File: src/rtl/window_scheduler_pkg.sv
// Shared types and size helpers for the window scheduler and its per-axis counters.
package window_scheduler_pkg;

  typedef enum logic [1:0] {
    ST_IDLE   = 2'd0,
    ST_FILL   = 2'd1,
    ST_STREAM = 2'd2,
    ST_DONE   = 2'd3
  } ws_state_e;

  localparam int FRAME_CNT_W = 16;

  function automatic int calc_out_w(input int row_size, input int kernel, input int stride);
    return (row_size - kernel) / stride + 1;
  endfunction

  function automatic int calc_out_h(input int column_size, input int kernel, input int stride);
    return (column_size - kernel) / stride + 1;
  endfunction

  // Index width that stays legal when a dimension collapses to a single entry.
  function automatic int idx_w(input int n);
    return (n > 1) ? $clog2(n) : 1;
  endfunction

endpackage

File: src/rtl/stride_counter.sv
// One image axis: pixel position, stride phase and output-map index, all advanced
// incrementally so no divider is needed.
module stride_counter import window_scheduler_pkg::*; #(
  parameter  int SIZE        = 28,
  parameter  int KERNEL_SIZE = 3,
  parameter  int STRIDE      = 1,
  parameter  int OUT_N       = 26,
  localparam int PW          = idx_w(SIZE),
  localparam int IW          = idx_w(OUT_N)
) (
  input  logic          clock,
  input  logic          reset,
  input  logic          clr,
  input  logic          adv,
  output logic [PW-1:0] pos,
  output logic [IW-1:0] idx,
  output logic          qual
);

  localparam int PHW = idx_w(STRIDE);
  localparam logic [PW-1:0]  POS_LAST   = PW'(SIZE - 1);
  localparam logic [PW-1:0]  POS_ORIGIN = PW'(KERNEL_SIZE - 1);
  localparam logic [PHW-1:0] PH_LAST    = PHW'(STRIDE - 1);
  localparam logic [IW-1:0]  IDX_LAST   = IW'(OUT_N - 1);

  logic [PW-1:0]  pos_q, pos_d;
  logic [PHW-1:0] phase_q, phase_d;
  logic [IW-1:0]  idx_q, idx_d;

  assign pos  = pos_q;
  assign idx  = idx_q;
  assign qual = (pos_q >= POS_ORIGIN) && (phase_q == '0) && (idx_q <= IDX_LAST);

  always_comb begin
    pos_d   = pos_q;
    phase_d = phase_q;
    idx_d   = idx_q;
    if (clr || (adv && pos_q == POS_LAST)) begin
      pos_d   = '0;
      phase_d = '0;
      idx_d   = '0;
    end else if (adv) begin
      pos_d = pos_q + 1'b1;
      // Phase only runs once the window's far edge is inside the row/column.
      if (pos_q >= POS_ORIGIN) begin
        if (phase_q == PH_LAST) begin
          phase_d = '0;
          idx_d   = idx_q + 1'b1;
        end else begin
          phase_d = phase_q + 1'b1;
        end
      end
    end
  end

  always_ff @(posedge clock or posedge reset) begin
    if (reset) begin
      pos_q   <= '0;
      phase_q <= '0;
      idx_q   <= '0;
    end else begin
      pos_q   <= pos_d;
      phase_q <= phase_d;
      idx_q   <= idx_d;
    end
  end

endmodule

File: src/rtl/window_scheduler.sv
// Frame sequencer for a sliding-window buffer: gates pixel intake and flags each
// legal strided window with its output-map coordinates.
module window_scheduler import window_scheduler_pkg::*; #(
  parameter  int KERNEL_SIZE = 3,
  parameter  int DATA_SIZE   = 8,
  parameter  int ROW_SIZE    = 28,
  parameter  int COLUMN_SIZE = 28,
  parameter  int STRIDE      = 1,
  localparam int OUT_W       = calc_out_w(ROW_SIZE, KERNEL_SIZE, STRIDE),
  localparam int OUT_H       = calc_out_h(COLUMN_SIZE, KERNEL_SIZE, STRIDE),
  localparam int OWW         = idx_w(OUT_W),
  localparam int OHW         = idx_w(OUT_H)
) (
  input  logic                   clock,
  input  logic                   reset,
  input  logic                   start,
  output logic                   busy,
  input  logic                   in_valid,
  output logic                   in_ready,
  output logic                   buf_valid,
  output logic                   window_valid,
  output logic [OHW-1:0]         out_row,
  output logic [OWW-1:0]         out_col,
  output logic                   window_last,
  output logic                   frame_done,
  output logic [FRAME_CNT_W-1:0] frame_count
);

  if (DATA_SIZE < 1 || KERNEL_SIZE < 2 || STRIDE < 1 || STRIDE > KERNEL_SIZE) begin : g_bad_cfg
    $error("window_scheduler: illegal DATA_SIZE/KERNEL_SIZE/STRIDE combination");
  end

  localparam int PCW = idx_w(ROW_SIZE);
  localparam int PRW = idx_w(COLUMN_SIZE);
  localparam logic [PCW-1:0] COL_LAST      = PCW'(ROW_SIZE - 1);
  localparam logic [PRW-1:0] ROW_LAST      = PRW'(COLUMN_SIZE - 1);
  localparam logic [PRW-1:0] ROW_FILL_LAST = PRW'(KERNEL_SIZE - 2);
  localparam logic [OWW-1:0] OW_LAST       = OWW'(OUT_W - 1);
  localparam logic [OHW-1:0] OH_LAST       = OHW'(OUT_H - 1);

  ws_state_e              state_q, state_d;
  logic                   window_valid_q, window_valid_d;
  logic                   window_last_q, window_last_d;
  logic [OHW-1:0]         out_row_q, out_row_d;
  logic [OWW-1:0]         out_col_q, out_col_d;
  logic [FRAME_CNT_W-1:0] frame_count_q, frame_count_d;

  logic           accept, start_frame, col_wrap, row_wrap, hit;
  logic [PCW-1:0] col_pos;
  logic [PRW-1:0] row_pos;
  logic [OWW-1:0] col_idx;
  logic [OHW-1:0] row_idx;
  logic           col_qual, row_qual;

  assign in_ready    = (state_q == ST_FILL) || (state_q == ST_STREAM);
  assign accept      = in_valid && in_ready;
  assign buf_valid   = accept;
  assign start_frame = (state_q == ST_IDLE) && start;
  assign col_wrap    = (col_pos == COL_LAST);
  assign row_wrap    = (row_pos == ROW_LAST);
  assign hit         = accept && col_qual && row_qual;

  stride_counter #(
    .SIZE(ROW_SIZE), .KERNEL_SIZE(KERNEL_SIZE), .STRIDE(STRIDE), .OUT_N(OUT_W)
  ) u_col (
    .clock(clock), .reset(reset), .clr(start_frame), .adv(accept),
    .pos(col_pos), .idx(col_idx), .qual(col_qual)
  );

  stride_counter #(
    .SIZE(COLUMN_SIZE), .KERNEL_SIZE(KERNEL_SIZE), .STRIDE(STRIDE), .OUT_N(OUT_H)
  ) u_row (
    .clock(clock), .reset(reset), .clr(start_frame), .adv(accept && col_wrap),
    .pos(row_pos), .idx(row_idx), .qual(row_qual)
  );

  always_comb begin
    state_d        = state_q;
    frame_count_d  = frame_count_q;
    window_valid_d = hit;
    window_last_d  = hit && (row_idx == OH_LAST) && (col_idx == OW_LAST);
    out_row_d      = hit ? row_idx : out_row_q;
    out_col_d      = hit ? col_idx : out_col_q;
    case (state_q)
      ST_IDLE:   if (start) state_d = ST_FILL;
      ST_FILL:   if (accept && col_wrap && row_pos == ROW_FILL_LAST) state_d = ST_STREAM;
      ST_STREAM: if (accept && col_wrap && row_wrap) begin
        state_d       = ST_DONE;
        frame_count_d = frame_count_q + 1'b1;
      end
      ST_DONE:   state_d = ST_IDLE;
      default:   state_d = ST_IDLE;
    endcase
  end

  always_ff @(posedge clock or posedge reset) begin
    if (reset) begin
      state_q        <= ST_IDLE;
      window_valid_q <= 1'b0;
      window_last_q  <= 1'b0;
      out_row_q      <= '0;
      out_col_q      <= '0;
      frame_count_q  <= '0;
    end else begin
      state_q        <= state_d;
      window_valid_q <= window_valid_d;
      window_last_q  <= window_last_d;
      out_row_q      <= out_row_d;
      out_col_q      <= out_col_d;
      frame_count_q  <= frame_count_d;
    end
  end

  assign busy         = (state_q != ST_IDLE);
  assign frame_done   = (state_q == ST_DONE);
  assign window_valid = window_valid_q;
  assign window_last  = window_last_q;
  assign out_row      = out_row_q;
  assign out_col      = out_col_q;
  assign frame_count  = frame_count_q;

endmodule
File: config.mk
export PLATFORM = sky130hd
export DESIGN_NAME = window_scheduler
export DESIGN_NICKNAME = d
export VERILOG_FILES = /design/src/rtl/window_scheduler_pkg.sv /design/src/rtl/stride_counter.sv /design/src/rtl/window_scheduler.sv
export SDC_FILE = /design/constraint.sdc
export NUM_CORES = 1
export LEC_CHECK = 0
export CAP_MARGIN = 5
export CORE_AREA = 2 2 77 79
export CTS_BUF_LIST = sky130_fd_sc_hd__clkbuf_16
export CTS_CLUSTER_SIZE = 20
export DETAILED_ROUTE_END_ITERATION = 7
export DIE_AREA = 0 0 79 81
export GPL_ROUTABILITY_DRIVEN = 0
export PLACE_DENSITY = 0.67
export SYNTH_ARGS = -nofsm -noshare
export SYNTH_HDL_FRONTEND = slang
export SYNTH_SLANG_ARGS = --single-unit
File: constraint.sdc
create_clock -name clock -period 6.5 [get_ports clock]
set_clock_uncertainty 0.15 [all_clocks]
set_input_delay 0.65 -clock clock [delete_from_list [all_inputs] [get_ports clock]]
set_output_delay 0.65 -clock clock [all_outputs]
set_load 0.005 [all_outputs]
==> reports/metrics.json, run 1 <==
{
  "cts_tree": {"value": "yes"},
  "layout.cells.most_common_list": {"value": "50 x sky130_fd_sc_hd__dfrtp_1, 35 x sky130_fd_sc_hd__clkdlybuf4s50_1, 28 x sky130_fd_sc_hd__nor2_1"},
  "non_filler_cell_area_final": {"value": 3020, "unit": "um^2"},
  "worst_setup_path_class": {"value": "flip-flop to output port"},
  "report.final.slew_viol_count": {"value": 0},
  "max-vdd-ir-drop": {"value": 0.000196, "unit": "V"},
  "cp_data_arrival_time": {"value": 2.05, "unit": "ns"},
  "synthesized_instance_count": {"value": 219},
  "dpl.hpwl": {"value": 2.96, "unit": "mm"},
  "portBuffers": {"value": 35},
  "tns_setup": {"value": 0, "unit": "ns"},
  "synth_seq_area_share": {"value": 51.5, "unit": "%"},
  "die_wd": {"value": 79, "unit": "um"},
  "worst_stage_delay_on_the_critical_path": {"value": 0.58, "unit": "ns"},
  "ff_latch_area": {"value": 1250, "unit": "um^2"},
  "floorplan.io_pins": {"value": 36},
  "power_per_cell_area": {"value": 328, "unit": "nW/um^2"},
  "global_route_wire_length_before_repair": {"value": 7.25, "unit": "mm"},
  "synth_cell_type_count": {"value": 35},
  "hold_class": {"value": "flip-flop to flip-flop"},
  "synth_top_flop_cell": {"value": "sky130_fd_sc_hd__dfrtp_1"},
  "rows": {"value": 28},
  "crit_required": {"value": 5.70, "unit": "ns"},
  "cts_buffers": {"value": 5},
  "endpoint_kind": {"value": "output port"},
  "final-instance-count-excl-fill": {"value": 334},
  "globalRouteMet2Util": {"value": 23.1, "unit": "%"},
  "grt_overflow": {"value": 0},
  "min_clock_period_post_route": {"value": 2.85, "unit": "ns"},
  "wl": {"value": 4.23, "unit": "mm"},
  "status": {"value": "completed"},
  "insertedDiodeCount": {"value": 0},
  "crit_path_max_fanout": {"value": 12},
  "post-route-util": {"value": 53.2, "unit": "%"},
  "maxClockFrequency": {"value": 351, "unit": "MHz"},
  "synth_fp_nets": {"value": 238},
  "drt_pre_antenna_iters": {"value": 4},
  "cts_max_level": {"value": 2},
  "grt_use_met3": {"value": 3.00, "unit": "%"},
  "area.growth.synth_to_final": {"value": 24.2, "unit": "%"},
  "cts_setup_buffers": {"value": 0},
  "post_cts_resize_count": {"value": 0},
  "post-place-cells": {"value": 326},
  "unrepaired_setup_endpoints_after_global_routing": {"value": "false"},
  "cts_max_path_buffers": {"value": 2},
  "transition_at_the_pin_with_the_smallest_max_transition_slack": {"value": 1.03, "unit": "ns"},
  "power_leakage": {"value": 0.00140, "unit": "uW"},
  "netlist_area": {"value": 2430, "unit": "um^2"},
  "route.detailed.vias_per_inst": {"value": 4.96},
  "p_total": {"value": 990, "unit": "uW"},
  "total_via_count_in_the_routed_design": {"value": 1658},
  "combined_area_of_the_multi_input_logic_cells": {"value": 1120, "unit": "um^2"},
  "clock_latency_on_the_worst_skew_pair": {"value": 0.29, "unit": "ns"},
  "floorplan.die_area": {"value": 6400, "unit": "um^2"},
  "grt_pass1_vias": {"value": 1600},
  "clkSlewWorstSetupHoldPaths": {"value": 0.06, "unit": "ns"},
  "drc": {"value": 0},
  "ys.warnings.count": {"value": 0},
  "timing.critical_path.from_type": {"value": "flip-flop"},
  "placed_cell_area": {"value": 2850, "unit": "um^2"},
  "postRouteAntennaNets": {"value": 0},
  "cts_sinks": {"value": 50},
  "share_comb_of_total_power": {"value": 28.6, "unit": "%"},
  "number_of_synthesized_flops_with_an_enable_pin": {"value": 0},
  "ys_seq_elements": {"value": 50},
  "design.core.area": {"value": 5680, "unit": "um^2"},
  "cts_root_buf": {"value": "sky130_fd_sc_hd__clkbuf_16"},
  "post-synth-top-area-cell": {"value": "sky130_fd_sc_hd__dfrtp_1"},
  "swShare": {"value": 30.3, "unit": "%"},
  "design.final.nets": {"value": 277},
  "gr-usage-all-layers": {"value": 14.7, "unit": "%"},
  "critical_path.slowest_cell": {"value": "sky130_fd_sc_hd__clkdlybuf4s50_1"},
  "drtIter0Drc": {"value": 83},
  "drv_cap": {"value": 0},
  "wl_per_cell": {"value": 12.6, "unit": "um"},
  "power_frac_clock": {"value": 29.1, "unit": "%"},
  "number_of_antenna_violations_at_the_first_check_in_global_routing": {"value": 0},
  "initial_core_util": {"value": 42.8, "unit": "%"},
  "switching_power": {"value": 300, "unit": "uW"},
  "synth.top_cells.by_area": {"value": "sky130_fd_sc_hd__dfrtp_1 51%, sky130_fd_sc_hd__ha_1 7.7%, sky130_fd_sc_hd__xnor2_1 6.8%"},
  "final_min_period_over_clock_period": {"value": 43.8, "unit": "%"},
  "report.final.setup_viol": {"value": 0},
  "power.sequential.fraction": {"value": 42.4, "unit": "%"},
  "power.internal": {"value": 690, "unit": "uW"},
  "cts_hold_buf": {"value": 0},
  "synth_top_area_share": {"value": 51.5, "unit": "%"},
  "finalHoldViolCount": {"value": 0},
  "layout_commonest_cell": {"value": "sky130_fd_sc_hd__dfrtp_1"},
  "pin_count_of_the_biggest_net_entering_global_routing": {"value": 51},
  "layout-drive-gt1-share": {"value": 8.88, "unit": "%"},
  "slew-limit-headroom": {"value": 31.1, "unit": "%"},
  "chipHeight": {"value": 81, "unit": "um"},
  "grt_busiest_layer": {"value": "met2"},
  "met1_usage": {"value": 19.2, "unit": "%"},
  "syn_area_per_cell": {"value": 11.1, "unit": "um^2"},
  "synth_async_sr_flop_share": {"value": 100, "unit": "%"},
  "final.fill_count": {"value": 531},
  "critical_path.cell_chain": {"value": "inv_1, ha_1, and2_1, clkdlybuf4s50_1"}
}
-- registers in the layout (all words and copies together) (netlist names) --
register,cells
frame_count,16
out_col,5
out_row,5
u_col.idx,5
u_col.pos,5
u_row.idx,5
u_row.pos,5
state_q,2
window_last,1
window_valid,1
-- area by class of cell --
class / instances / area share (%)
Clock buffer: 5 / 4.15
Clock inverter: 3 / 1.33
Inverter: 10 / 1.24
Multi-Input combinational cell: 156 / 37.1
Sequential cell: 50 / 41.5
Tap cell: 75 / 3.11
Timing Repair Buffer: 35 / 11.6
-- power groups by stage --
stage | combinational [uW] | sequential (uW) | clock [uW]
global route | 320 | 429 | 309
detailed placement | 283 | 426 | 0
finish | 283 | 420 | 288
floorplan | 188 | 413 | 0
global placement | 278 | 422 | 0
CTS | 289 | 420 | 294
-- critical path: cells and delay by family (launching register included) --
kind | cells | cell delay [ns]
buffers and inverters | 2 | 0.68
flip-flops | 1 | 0.39
AND/OR/NAND/NOR | 1 | 0.39
adder cells (fa/ha/maj) | 1 | 0.31
-- metal layers --
layer | vias to the layer above | part of all wire (%)
met5 | - | 0
met4 | 0 | 2.7
met3 | 6 | 3.2
met2 | 30 | 45
met1 | 794 | 49
li1 | 828 | -
-- cells in the mapped netlist, types with 2 or more instances --
cell / number
sky130_fd_sc_hd__nand2_1: 19
sky130_fd_sc_hd__xor2_1: 12
sky130_fd_sc_hd__dfrtp_1: 50
sky130_fd_sc_hd__and2_1: 2
sky130_fd_sc_hd__ha_1: 15
sky130_fd_sc_hd__o211ai_1: 2
sky130_fd_sc_hd__nand4_1: 12
sky130_fd_sc_hd__nor2_1: 28
sky130_fd_sc_hd__and3_1: 4
sky130_fd_sc_hd__a211oi_1: 3
sky130_fd_sc_hd__nor3_1: 4
sky130_fd_sc_hd__mux2_2: 10
sky130_fd_sc_hd__nand3_1: 8
sky130_fd_sc_hd__inv_1: 10
sky130_fd_sc_hd__xnor2_1: 19
sky130_fd_sc_hd__a21oi_1: 2
-- worst paths after layout --
path                                 start               to  slack [ns]  cells after the start
setup / recovery                state_q[1]        buf_valid        3.65                      4
hold / removal             frame_count[15]  frame_count[15]        0.33                      1
setup reg to reg                state_q[1]  frame_count[12]        3.92                      7
hold reg to reg            frame_count[15]  frame_count[15]        0.33                      1
max in group asynchronous            reset     u_col.idx[1]        4.78                      2
min in group asynchronous            reset   frame_count[2]        0.79                      2
-- logic make-up after synthesis --
logic type | count (synthesis) | synth area share [%]
flip-flops | 50 | 51.5
XOR/XNOR | 31 | 11.2
AO/OA/AOI/OAI | 13 | 4.22
adder cells (fa/ha/maj) | 15 | 7.72
AND/OR/NAND/NOR | 86 | 17.8
buffers and inverters | 13 | 2.47
multiplexers | 11 | 5.10
-- metrics by stage --
stage / setup WS [ns] / hold WS (ns)
floorplan: 4.34 / 0.318
global placement: 3.65 / 0.318
detailed placement: 3.61 / 0.323
CTS: 3.64 / 0.332
global route: 3.50 / 0.353
finish: 3.65 / 0.329
Note: power is estimated with default switching activity, not from simulation.
==> inputs of run 2 (changes only) <==
Settings changed: PLACE_DENSITY 0.67 to 0.69.
Clock period 6.5 ns to 2.6 ns, I/O delays scaled along.
==> run 2 against run 1 <==
Power grew to 2.5 times the previous value. Sequential share of layout area shrank 0.49 points. Flip-flop and latch count is the same. Final area grew 1.2%. Clock power grew 140%. First-iteration DRC count shrank 8.4%. Largest cell class unchanged. Highest routed layer unchanged.
==> reports/metrics.json, run 2 (same netlist as run 1, synthesis figures left out) <==
{
  "power_frac_clock": {"value": 28.2, "unit": "%", "change": "-0.9 points"},
  "endpoint_kind": {"value": "output port"},
  "design.core.area": {"value": 5680, "unit": "um^2", "change": "unchanged"},
  "path_buf_inv": {"value": 3, "change": "+1"},
  "timing.critical_path.from_type": {"value": "flip-flop"},
  "transition_at_the_pin_with_the_smallest_max_transition_slack": {"value": 0.567, "unit": "ns", "change": "-0.465 ns"},
  "chipHeight": {"value": 81, "unit": "um", "change": "unchanged"},
  "area.growth.synth_to_final": {"value": 25.6, "unit": "%"},
  "drv_cap": {"value": 0, "change": "unchanged"},
  "worst_setup_path_class": {"value": "flip-flop to output port"},
  "layout.cells.most_common_list": {"value": "50 x sky130_fd_sc_hd__dfrtp_1, 35 x sky130_fd_sc_hd__clkdlybuf4s50_1, 28 x sky130_fd_sc_hd__nor2_1"},
  "grt_pass1_vias": {"value": 1576, "change": "-1.5%"},
  "maxClockFrequency": {"value": 412, "unit": "MHz"},
  "grt_busiest_layer": {"value": "met2"},
  "power.sequential.fraction": {"value": 42.1, "unit": "%", "change": "-0.3 points"},
  "worst_stage_delay_on_the_critical_path": {"value": 0.50, "unit": "ns", "change": "-0.08 ns"},
  "cp_data_arrival_time": {"value": 2.01, "unit": "ns", "change": "-0.04 ns"},
  "cts_setup_buffers": {"value": 0, "change": "unchanged"},
  "cts_tree": {"value": "yes"},
  "cts_buffers": {"value": 5, "change": "unchanged"},
  "worstSetupStartpoint": {"value": "state_q[0]"},
  "postRouteAntennaNets": {"value": 0, "change": "unchanged"},
  "layout_commonest_cell": {"value": "sky130_fd_sc_hd__dfrtp_1"},
  "wl": {"value": 4.42, "unit": "mm", "change": "+4.6%"},
  "critical_path.slowest_cell": {"value": "sky130_fd_sc_hd__clkdlybuf4s50_1"},
  "drtIter0Drc": {"value": 76, "change": "-8.4%"},
  "total_via_count_in_the_routed_design": {"value": 1694, "change": "+2.2%"},
  "pin_count_of_the_biggest_net_entering_global_routing": {"value": 27, "change": "-47%"},
  "slew-limit-headroom": {"value": 62.1, "unit": "%", "change": "+31 points"},
  "dpl.hpwl": {"value": 3.12, "unit": "mm", "change": "+5.3%"},
  "grt_use_met3": {"value": 3.44, "unit": "%", "change": "+0.44 points"},
  "switching_power": {"value": 752, "unit": "uW", "change": "+150%"},
  "crit_required": {"value": 2.19, "unit": "ns", "change": "-3.51 ns"},
  "cts_max_level": {"value": 2, "change": "unchanged"},
  "clock_latency_on_the_worst_skew_pair": {"value": 0.28, "unit": "ns", "change": "about the same"},
  "critical_path.cell_chain": {"value": "inv_1, ha_1, and2_1, buf_4, clkdlybuf4s50_1"},
  "floorplan.die_area": {"value": 6400, "unit": "um^2", "change": "unchanged"},
  "portBuffers": {"value": 35, "change": "unchanged"},
  "drt_pre_antenna_iters": {"value": 4, "change": "unchanged"},
  "max-vdd-ir-drop": {"value": 0.000537, "unit": "V", "change": "+170%"},
  "worst_r2r_startpoint": {"value": "state_q[0]"},
  "clkSlewWorstSetupHoldPaths": {"value": 0.06, "unit": "ns", "change": "about the same"},
  "hold_worst_slack": {"value": 0.213, "unit": "ns", "change": "-0.116 ns"},
  "cts_hold_buf": {"value": 0, "change": "unchanged"},
  "route.detailed.vias_per_inst": {"value": 5.03, "change": "+1.3%"},
  "met1_usage": {"value": 20.1, "unit": "%", "change": "+0.93 points"},
  "drc": {"value": 0, "change": "unchanged"},
  "insertedDiodeCount": {"value": 0, "change": "unchanged"},
  "grt_overflow": {"value": 0, "change": "unchanged"},
  "cts_sinks": {"value": 50, "change": "unchanged"},
  "rows": {"value": 28, "change": "unchanged"},
  "global_route_wire_length_before_repair": {"value": 7.40, "unit": "mm", "change": "+2.1%"},
  "number_of_antenna_violations_at_the_first_check_in_global_routing": {"value": 0, "change": "unchanged"},
  "power_per_cell_area": {"value": 817, "unit": "nW/um^2", "change": "+150%"},
  "report.final.setup_viol": {"value": 0, "change": "unchanged"},
  "report.final.slew_viol_count": {"value": 0, "change": "unchanged"},
  "cts_root_buf": {"value": "sky130_fd_sc_hd__clkbuf_16"},
  "layout-drive-gt1-share": {"value": 9.54, "unit": "%", "change": "+0.66 points"},
  "share_comb_of_total_power": {"value": 29.6, "unit": "%", "change": "+1.0 points"},
  "floorplan.io_pins": {"value": 36, "change": "unchanged"},
  "swShare": {"value": 30.2, "unit": "%", "change": "-0.12 points"},
  "post_cts_resize_count": {"value": 0, "change": "unchanged"},
  "die_wd": {"value": 79, "unit": "um", "change": "unchanged"},
  "finalHoldViolCount": {"value": 0, "change": "unchanged"},
  "power.internal": {"value": 1740, "unit": "uW", "change": "+150%"},
  "globalRouteMet2Util": {"value": 23.5, "unit": "%", "change": "+0.42 points"},
  "cts_max_path_buffers": {"value": 2, "change": "unchanged"},
  "gr-usage-all-layers": {"value": 14.7, "unit": "%", "change": "+0.030 points"},
  "power_leakage": {"value": 0.00142, "unit": "uW", "change": "+1.3%"},
  "min_clock_period_post_route": {"value": 2.42, "unit": "ns"},
  "initial_core_util": {"value": 42.8, "unit": "%", "change": "unchanged"},
  "wl_per_cell": {"value": 13.1, "unit": "um", "change": "+3.7%"},
  "hold_class": {"value": "input port to asynchronous set/reset pin"},
  "worst_path_dominant_cell_family": {"value": "buffers and inverters"},
  "status": {"value": "completed"},
  "flip_flop_count_of_the_largest_register_all_copies_and_words_added": {"value": 16, "change": "unchanged"},
  "design.final.nets": {"value": 281, "change": "+1.4%"},
  "crit_path_max_fanout": {"value": 8, "change": "-4"},
  "final_min_period_over_clock_period": {"value": 93.2, "unit": "%"},
  "unrepaired_setup_endpoints_after_global_routing": {"value": "false"},
  "reg2reg_setup_slack": {"value": 0.30, "unit": "ns", "change": "-3.62 ns"},
  "tns_setup": {"value": 0, "unit": "ns", "change": "unchanged"}
}
==> run 2: changes by cell type in the layout (fill, tap and decap cells not counted) <==
cell                       previous run  this run
sky130_fd_sc_hd__clkinv_2             2         0
sky130_fd_sc_hd__clkinv_1             0         1
sky130_fd_sc_hd__buf_12               0         1
sky130_fd_sc_hd__buf_4                0         3
==> run 2: worst paths after layout <==
kind / to / cells after the start
hold reg to reg: frame_count[15] / 1
min in group clock: frame_count[15] / 1
setup reg to reg: state_q[1] / 7
hold / removal: frame_count[10] / 2
setup / recovery: buf_valid / 5
max in group asynchronous: u_col.pos[1] / 3
==> run 2: area by class of cell <==
class,count,area [um^2]
clock inverters,2,33.8
flip-flops and latches,50,1250
repair buffers,39,393
inverters,10,37.5
well taps,75,93.8
clock buffers,5,125
multi-input cells,156,1120
fillers,525,2620
==> run 2: per-layer routing <==
layer / vias to the layer above / routed length, um / share of wire (%)
li1: 839 / - / -
met1: 824 / 2130 / 48
met2: 26 / 2120 / 48
met3: 5 / 115 / 2.6
met4: 0 / 55 / 1.2
met5: - / 0 / 0
==> run 2: through the flow <==
| step | total power [uW] | area, um^2 | utilization (%) | setup slack [ns] | std cells |
|---|---|---|---|---|---|
| finish | 2490 | 3050 | 53.8 | 0.176 | 337 |
| global route | 2670 | 3050 | 53.8 | 0.0759 | 337 |
| CTS | 2520 | 3050 | 53.8 | 0.167 | 337 |
| global placement | 1780 | 2890 | 51.0 | 0.396 | 330 |
| floorplan | 1500 | 2430 | - | 0.440 | 219 |
| detailed placement | 1800 | 2890 | 51.0 | 0.324 | 330 |
==> run 2: worst register-to-register path: cells and delay by family (launching register included) <==
| kind | cells | cell delay (ns) |
|---|---|---|
| buffers and inverters | 1 | 0.09 |
| adders and majority gates | 1 | 0.32 |
| DFF | 1 | 0.38 |
| and+or+nand+nor | 2 | 0.38 |
| muxes | 1 | 0.30 |
| AOI/OAI and AO/OA | 2 | 0.56 |
==> run 2: power by group through the flow <==
stage	clock network (uW)	logic (uW)	registers (uW)
after floorplan	0	470	1030
after global placement	0	725	1050
after detailed placement	0	738	1060
after CTS	720	753	1050
after global routing	767	830	1070
final	704	739	1050
